**config.mk**
```make
export PLATFORM = sky130hd
export DESIGN_NAME = vga_rx_decode
export DESIGN_NICKNAME = d
export VERILOG_FILES = /design/src/rtl/vga_rx_decode.sv
export SDC_FILE = /design/constraint.sdc
export NUM_CORES = 1
export LEC_CHECK = 0
export ABC_AREA = 1
export CORE_UTILIZATION = 64
export DETAILED_ROUTE_END_ITERATION = 16
export DONT_BUFFER_PORTS = 1
export PLACE_DENSITY = 0.8
export SYNTH_ARGS = -nofsm -noshare
export SYNTH_HDL_FRONTEND = slang
export SYNTH_SLANG_ARGS = --single-unit
```
**constraint.sdc**
```tcl
create_clock -name vga_clk -period 3.62 [get_ports vga_clk]
set_input_delay 0.724 -clock vga_clk [delete_from_list [all_inputs] [get_ports vga_clk]]
set_output_delay 0.724 -clock vga_clk [all_outputs]
set_load 0.01 [all_outputs]
```
**src/rtl/vga_rx_decode.sv**
```systemverilog
// rtl/vga_rx_decode.sv - VGA timing receiver: sync lock FSM, position counters, pixel capture
module vga_rx_decode #(
    parameter int H_SYNC  = 96,
    parameter int H_START = 144,
    parameter int H_VALID = 640,
    parameter int H_TOTAL = 800,
    parameter int V_START = 35,
    parameter int V_VALID = 480,
    parameter int V_TOTAL = 525
) (
    input  logic        vga_clk,
    input  logic        sys_rst_n,
    input  logic        hsync,
    input  logic        vsync,
    input  logic [15:0] rgb_in,
    output logic [9:0]  pix_x,
    output logic [9:0]  pix_y,
    output logic [15:0] pix_data,
    output logic        pix_valid,
    output logic        frame_start,
    output logic        locked,
    output logic        sync_err,
    output logic [7:0]  err_cnt,
    output logic [9:0]  line_len,
    output logic [9:0]  frame_lines
);

    typedef enum logic [1:0] {SEARCH, CHECK, LOCKED} state_t;

    localparam logic [9:0]  CNT_MAX = 10'h3ff;
    localparam logic [10:0] HS_W    = 11'(H_SYNC);
    localparam logic [9:0]  H_TOT   = 10'(H_TOTAL);
    localparam logic [9:0]  V_TOT   = 10'(V_TOTAL);
    localparam logic [9:0]  H_BEG   = 10'(H_START);
    localparam logic [9:0]  H_END   = 10'(H_START + H_VALID);
    localparam logic [9:0]  V_BEG   = 10'(V_START);
    localparam logic [9:0]  V_END   = 10'(V_START + V_VALID);

    state_t      state, state_nxt;
    logic        hs_prev, vs_prev;
    logic [9:0]  h_reg, v_reg;
    logic [9:0]  h_inc, v_inc, h_cur, v_cur;
    logic        hs_rise, hs_fall, vs_rise;
    logic        viol, err_pulse, active;

    assign hs_rise = hsync & ~hs_prev;
    assign hs_fall = ~hsync & hs_prev;
    assign vs_rise = vsync & ~vs_prev;

    assign h_inc = (h_reg == CNT_MAX) ? CNT_MAX : h_reg + 10'd1;
    assign v_inc = (v_reg == CNT_MAX) ? CNT_MAX : v_reg + 10'd1;
    assign h_cur = hs_rise ? 10'd0 : h_inc;
    assign v_cur = hs_rise ? (vs_rise ? 10'd0 : v_inc) : v_reg;

    // h_reg+1 is the high-run length because h restarts at 0 on the rising sample
    assign viol = (hs_rise && (h_inc != H_TOT))
               || (hs_fall && (({1'b0, h_reg} + 11'd1) != HS_W))
               || (vs_rise && (v_inc != V_TOT))
               || (vs_rise && !hs_rise)
               || ((h_cur == CNT_MAX) && (h_reg != CNT_MAX));

    always_comb begin
        state_nxt = state;
        case (state)
            SEARCH:  if (vs_rise) state_nxt = CHECK;
            CHECK:   if (viol) state_nxt = SEARCH;
                     else if (vs_rise) state_nxt = LOCKED;
            LOCKED:  if (viol) state_nxt = SEARCH;
            default: state_nxt = SEARCH;
        endcase
    end

    assign err_pulse = viol && (state != SEARCH);
    // the violating sample itself is already treated as unlocked
    assign active = (state == LOCKED) && !viol
                 && (h_cur >= H_BEG) && (h_cur < H_END)
                 && (v_cur >= V_BEG) && (v_cur < V_END);

    always_ff @(posedge vga_clk or negedge sys_rst_n) begin
        if (!sys_rst_n) begin
            state       <= SEARCH;
            hs_prev     <= 1'b0;
            vs_prev     <= 1'b0;
            h_reg       <= '0;
            v_reg       <= '0;
            pix_x       <= CNT_MAX;
            pix_y       <= CNT_MAX;
            pix_data    <= '0;
            pix_valid   <= 1'b0;
            frame_start <= 1'b0;
            locked      <= 1'b0;
            sync_err    <= 1'b0;
            err_cnt     <= '0;
            line_len    <= '0;
            frame_lines <= '0;
        end else begin
            state       <= state_nxt;
            hs_prev     <= hsync;
            vs_prev     <= vsync;
            h_reg       <= h_cur;
            v_reg       <= v_cur;
            locked      <= (state_nxt == LOCKED);
            sync_err    <= err_pulse;
            if (err_pulse && (err_cnt != 8'hff))
                err_cnt <= err_cnt + 8'd1;
            if (hs_rise)
                line_len <= h_inc;
            if (vs_rise)
                frame_lines <= v_inc;
            pix_valid   <= active;
            pix_x       <= active ? h_cur - H_BEG : CNT_MAX;
            pix_y       <= active ? v_cur - V_BEG : CNT_MAX;
            pix_data    <= active ? rgb_in : 16'd0;
            frame_start <= active && (h_cur == H_BEG) && (v_cur == V_BEG);
        end
    end

endmodule

```
Word-level counts from Yosys, hierarchy flattened
Cells that the tools add are included.

Bits in registers: 92. Logic and storage cells: 79. Input bits: 20. Output and inout port bits: 68.

$lt $le $gt $ge: 4. Reductions and logical operators: 22. Bitwise gates (word level): 6. Muxes and demuxes: 13. Add/subtract/negate cells: 6. Equal/unequal tests: 13.

Operators by type and width (number): 2-to-1 mux 10 bit (7); == test 10 bit, second input constant (3); != test 10 bit, second input constant (3); adder 10 x 1 -> 10 bit, second input constant (2); < comparator 10 bit, second input constant (2); 2-to-1 mux 16 bit (1); logical AND 1 bit (14); adder 10 x 1 -> 11 bit, second input constant (1); != test 11 x 7 -> 1 bit, second input constant (1); == test 10 x 6 -> 1 bit, second input constant (1); == test 10 x 8 -> 1 bit, second input constant (1); greater-or-equal comparator 10 x 6 -> 1 bit, second input constant (1); greater-or-equal comparator 10 x 8 -> 1 bit, second input constant (1); subtractor 10 x 6 -> 10 bit, second input constant (1); subtractor 10 x 8 -> 10 bit, second input constant (1); adder 8 x 1 -> 8 bit, second input constant (1); 2-to-1 mux 2 bit (4); != test 8 bit, second input constant (1); one-hot mux 2 bit (3 select lines) (1); == test 2 bit, second input constant (2); logical OR 1 bit (4); AND 1 bit (3); NOT 1 bit (3); == test 2 x 1 -> 1 bit, second input constant (1); other kinds (3) (4).

Longest topological paths before layout
Depth in word-level cells: 16. Mapped depth: 22.

Worst setup path before layout
OpenSTA, ideal clock, no wires.

Kind: reg2reg. Start: register h_reg[0]. End: register pix_data[10]. Data required time: 3.505 ns. Setup slack: 1.028 ns. Cell stages (with the launch flop): 22. Arrival time: 2.477 ns. Clock period less this slack: 2.592 ns. Path buffers: 2. Path through: dfrtp_1 -> ha_1 -> nand2_1 -> nor2_4 -> nand2_2 -> buf_6 -> inv_1 -> nor2_1 -> inv_1 -> nand2_1 -> inv_1 -> ha_1 -> nand2_1 -> a21oi_1 -> nand3_1 -> nor2_1 -> nand3_1 -> nand2_1 -> nor2_8 -> nand4_4 -> buf_12 -> nor2_4.

Elaborated cells on any way between the ends: 25. Classes of those cells: add/sub: 2; order compare: 2; eq/ne: 5; mux: 3; reduce/logical: 13.

RTL lines: start: declaration (RTL line 41) `logic [9:0] h_reg, v_reg;`; start signal: assignment (RTL line 100) `h_reg <= h_cur;`; adder 10 x 1 -> 10 bit or == test 10 bit (tied branches) (RTL line 50) `assign h_inc = (h_reg == CNT_MAX) ? CNT_MAX : h_reg + 10'd1;`; 2-to-1 mux 10 bit * (RTL line 50); 2-to-1 mux 10 bit * (RTL line 52) `assign h_cur = hs_rise ? 10'd0 : h_inc;`; named net h_cur[4] (RTL line 42) `logic [9:0] h_inc, v_inc, h_cur, v_cur;`; parallel branches: the longest is 6 deep, another holds greater-or-equal comparator 10 x 8 -> 1 bit; logical AND 1 bit * (RTL line 76) `&& (h_cur >= H_BEG) && (h_cur < H_END)`; logical AND 1 bit * (2 in a row) (RTL line 77) `&& (v_cur >= V_BEG) && (v_cur < V_END);`; 2-to-1 mux 16 bit * (RTL line 113) `pix_data <= active ? rgb_in : 16'd0;`; end signal: assignment (RTL line 113); end: declaration (RTL line 18) `output logic [15:0] pix_data,`.

Mark *: on every way through the listed nets, which the timed path passes. A chain may end at the register's enable or synchronous reset.

Worst setup path in the final report
Start: register h_reg[0]. End: register pix_data[15].

The elaborated chain is that of the path after synthesis.

==> flow_summary.json <==
{
  "run_status": "completed",
  "cp_top_family": "simple AND/OR/NAND/NOR gates",
  "postSynthRegisterBits": 92,
  "htree_num_levels": 3,
  "cp-endpoint": "pix_data[15]$_DFF_PN0_",
  "regToRegSetupSlack_ns": 0.42,
  "post-route-worst-setup-slack_ns": 0.421,
  "ys_seq_area_share_pct": 47.0,
  "total_switching_power_mw": 0.840,
  "via_to_cell_ratio": 5.42,
  "floorplan_core_area_um2": 7370,
  "power.ir.vdd_worst_uv": 288,
  "finalWeightedCongestion": 0.925,
  "netlist.top_cell.by_area": "sky130_fd_sc_hd__dfrtp_1",
  "slew_headroom_pct": 59.7,
  "cp_launch_type": "flip-flop",
  "postCtsHoldBufs": 0,
  "antenna_violations_before_repair": 0,
  "crit_type": "reg -> reg",
  "rr_startpoint": "h_reg[0]$_DFF_PN0_",
  "area_delta_synth_final_pct": 5.66,
  "post-place-cells": 676,
  "largest_register_ff_count": 16,
  "power_per_cell_area_nw_per_um2": 469,
  "finalCriticalPeriod_ns": 3.20,
  "final_core_utilization_pct": 71.0,
  "drc": 0,
  "finClkSkew_ns": 0.00682,
  "finalSetupViolCount": 0,
  "cts.repair_timing.setup_buffer_count": 0,
  "clockBufferDepth": 2,
  "layoutNonFillerInstCount": 692,
  "r2r_cells": 18,
  "io_pins": 88,
  "share_seq_of_total_power_pct": 50.8,
  "fp.dieArea_um2": 8090,
  "layout.filler_cells": 584,
  "clock_buffer_count_from_cts": 9,
  "layout-drive-gt1-share_pct": 20.7,
  "cts.sink_count": 92,
  "worst_stage_delay_on_the_critical_path_ns": 0.42,
  "synth.top_cells.by_area": "sky130_fd_sc_hd__dfrtp_1 (36%), sky130_fd_sc_hd__nand2_1 (11%), sky130_fd_sc_hd__dfstp_2 (11%)",
  "tritoncts_clock_tree": "done",
  "cp.depth": 18,
  "hold_violations": 0,
  "finalWirelength_um": 10300,
  "grt_first_pass_wirelength_um": 17300,
  "critical-path-top-cell-by-count": "sky130_fd_sc_hd__inv_1",
  "rr_endpoint": "pix_data[15]$_DFF_PN0_",
  "grt_overflow_total": 0,
  "setup_tns_ns": 0,
  "clk_latency_ns": 0.36,
  "average_wire_length_per_cell_after_detail_routing_um": 14.9,
  "arrival_ns": 3.49,
  "crit_fanout": 18,
  "tightestPinTransition_ns": 0.603,
  "synth.avg_cell_area_um2": 8.48,
  "final_net_count": 615,
  "clk_transition_reported_paths_ns": 0.10,
  "detail_route.first_pass.iterations": 4,
  "final_max_slew_viol_count": 0,
  "crit_chain": "ha_1 > nand2_1 > nor2_4 > nand2_2 > inv_1 > nor2_1 > inv_1 > nand2_1 > inv_1 > ha_1 > inv_1 > a21oi_1 > nand3_2 > nor2_2 > nor2_1 > nor2_4 > nand4_4 > nor2_1",
  "io_buffers": 0,
  "fp.dieW_um": 89.9,
  "post-route-period-util_pct": 88.4,
  "post_cts_resized": 0,
  "switching_part_of_the_total_pct": 34.2,
  "cts-root-buf": "sky130_fd_sc_hd__clkbuf_8",
  "share_comb_of_total_power_pct": 19.2,
  "rows": 31,
  "critical_path_required_ns": 3.91,
  "post-layout-total-power_mw": 2.45,
  "p_int_mw": 1.61,
  "power.leakage_nw": 2.67,
  "synth.yosys.warnings": 0,
  "via_count": 3753,
  "hpwlAfterDp_um": 7810,
  "critical_path.n_buffers_inverters": 4,
  "antenna_cells": 0,
  "detailed_place.area_um2": 5020,
  "first_global_vias": 3749,
  "die_h_um": 89.9,
  "top_register": "pix_data",
  "detail_route.iter0.violations": 169,
  "initial_core_util_pct": 67.2,
  "grt_setup_unrepaired": "false",
  "highest_clock_rate_ghz": 0.313,
  "power.share.clock_pct": 30.0,
  "fin_worst_hold_slack_ns": 0.0403,
  "grt_start_max_net_pins": 93,
  "design_area_um2": 5230,
  "hold_path.class": "in -> async",
  "synthDistinctLibCells": 35,
  "syn_nets": 611,
  "cap_violations": 0,
  "gate_count_post_synth": 584,
  "antenna_left": 0,
  "cpMaxStageDelayCell": "sky130_fd_sc_hd__dfrtp_1",
  "worst_setup_path_end_kind": "flip-flop",
  "synthesis.area_um2": 4950,
  "cp-startpoint": "h_reg[0]$_DFF_PN0_",
  "synth_top_area_share_pct": 36.4,
  "pre_cts_ws_ns": 0.411,
  "globalRouteTotalUtil_pct": 26.9
}
==> cell usage in the layout (no fill, tap or decap), types with 7 or more instances in the layout <==
cell and instances:
sky130_fd_sc_hd__clkbuf_8 9, sky130_fd_sc_hd__nand2_1 148, sky130_fd_sc_hd__a31oi_1 11, sky130_fd_sc_hd__nor2_4 15, sky130_fd_sc_hd__nand4_1 13, sky130_fd_sc_hd__nor2_2 8
sky130_fd_sc_hd__ha_1 7, sky130_fd_sc_hd__nand2_2 16, sky130_fd_sc_hd__nor2_1 59, sky130_fd_sc_hd__o21ai_0 14, sky130_fd_sc_hd__nand3_1 37, sky130_fd_sc_hd__dfrtp_1 72
sky130_fd_sc_hd__inv_1 76, sky130_fd_sc_hd__nand3_2 26, sky130_fd_sc_hd__dfstp_2 20, sky130_fd_sc_hd__xor2_1 10
==> synth_stat cells <==
cell,count
sky130_fd_sc_hd__nand2_1,148
sky130_fd_sc_hd__xnor2_1,5
sky130_fd_sc_hd__a31oi_1,11
sky130_fd_sc_hd__nand2_4,3
sky130_fd_sc_hd__and2_1,1
sky130_fd_sc_hd__clkinv_1,5
sky130_fd_sc_hd__nand3_4,1
sky130_fd_sc_hd__buf_2,4
sky130_fd_sc_hd__o21ai_1,2
sky130_fd_sc_hd__a21oi_1,6
sky130_fd_sc_hd__nand4_1,13
sky130_fd_sc_hd__nand4_4,1
sky130_fd_sc_hd__nand3_1,37
sky130_fd_sc_hd__ha_1,7
sky130_fd_sc_hd__o21ai_4,1
sky130_fd_sc_hd__nor3_1,2
sky130_fd_sc_hd__inv_1,76
sky130_fd_sc_hd__inv_2,5
sky130_fd_sc_hd__xor2_1,10
sky130_fd_sc_hd__buf_12,1
sky130_fd_sc_hd__nor2_8,1
sky130_fd_sc_hd__clkbuf_1,4
sky130_fd_sc_hd__nand3_2,26
sky130_fd_sc_hd__nor2_2,8
sky130_fd_sc_hd__clkinv_2,2
sky130_fd_sc_hd__nand2_2,16
sky130_fd_sc_hd__nand4_2,1
sky130_fd_sc_hd__o21ai_0,14
sky130_fd_sc_hd__dfrtp_1,72
sky130_fd_sc_hd__nand3b_1,2
sky130_fd_sc_hd__nor2_1,59
sky130_fd_sc_hd__dfstp_2,20
sky130_fd_sc_hd__nor2_4,15
sky130_fd_sc_hd__buf_6,4
sky130_fd_sc_hd__a21oi_4,1
==> worst reg2reg max path, delay by kind of cell, from the launching register on <==
family,cells,cell delay [ns]
buffers and inverters,4,0.38
adders and majority gates,2,0.38
AOI/OAI and AO/OA,1,0.16
and+or+nand+nor,11,1.78
DFF,1,0.42
==> routing by layer <==
layer  GRT usage (%)  vias to the layer above  part of all wire (%)
met5               0                        -                     0
met2            48.8                      112                    52
met3            4.23                       26                   4.5
met4            11.4                        0                   3.1
met1            31.7                     1786                    40
li1                -                     1829                     -
==> kinds of logic (layout without fill, tap and decap cells) <==
logic type | Yosys count | after routing | synth area share (%)
xor+xnor | 15 | 15 | 2.65
buf+inv | 101 | 110 | 8.75
simple gates | 334 | 334 | 35.5
fa+ha+maj | 7 | 7 | 1.77
compound gates | 35 | 35 | 4.27
flops | 92 | 92 | 47.0
==> how the worst min path moves through the flow <==
stage / start / end / cells after the start
2_1_floorplan: sys_rst_n / err_cnt[0]$_DFFE_PN0P_ / 0
3_3_place_gp: sys_rst_n / vs_prev$_DFF_PN0_ / 0
3_5_place_dp: sys_rst_n / vs_prev$_DFF_PN0_ / 0
4_1_cts: sys_rst_n / vs_prev$_DFF_PN0_ / 0
5_1_grt: sys_rst_n / vs_prev$_DFF_PN0_ / 0
6_report: sys_rst_n / err_cnt[5]$_DFFE_PN0P_ / 0
==> power groups by stage <==
stage	logic, mW	clock network [mW]	registers (mW)
6_report	0.471	0.736	1.25
3_5_place_dp	0.467	0	1.27
5_1_grt	0.532	0.783	1.26
4_1_cts	0.470	0.749	1.25
2_1_floorplan	0.375	0	1.24
3_3_place_gp	0.451	0	1.26
==> final cells by class <==
class	count	area, µm²	area share [%]
clock inverter	7	87.6	1.67
tap	99	124	2.37
inverter	88	333	6.36
multi-input combinational	391	2190	41.9
timing repair buffer	6	45.0	0.861
sequential	92	2330	44.5
clock buffer	9	124	2.37
Power figures use the tool's default switching activity.
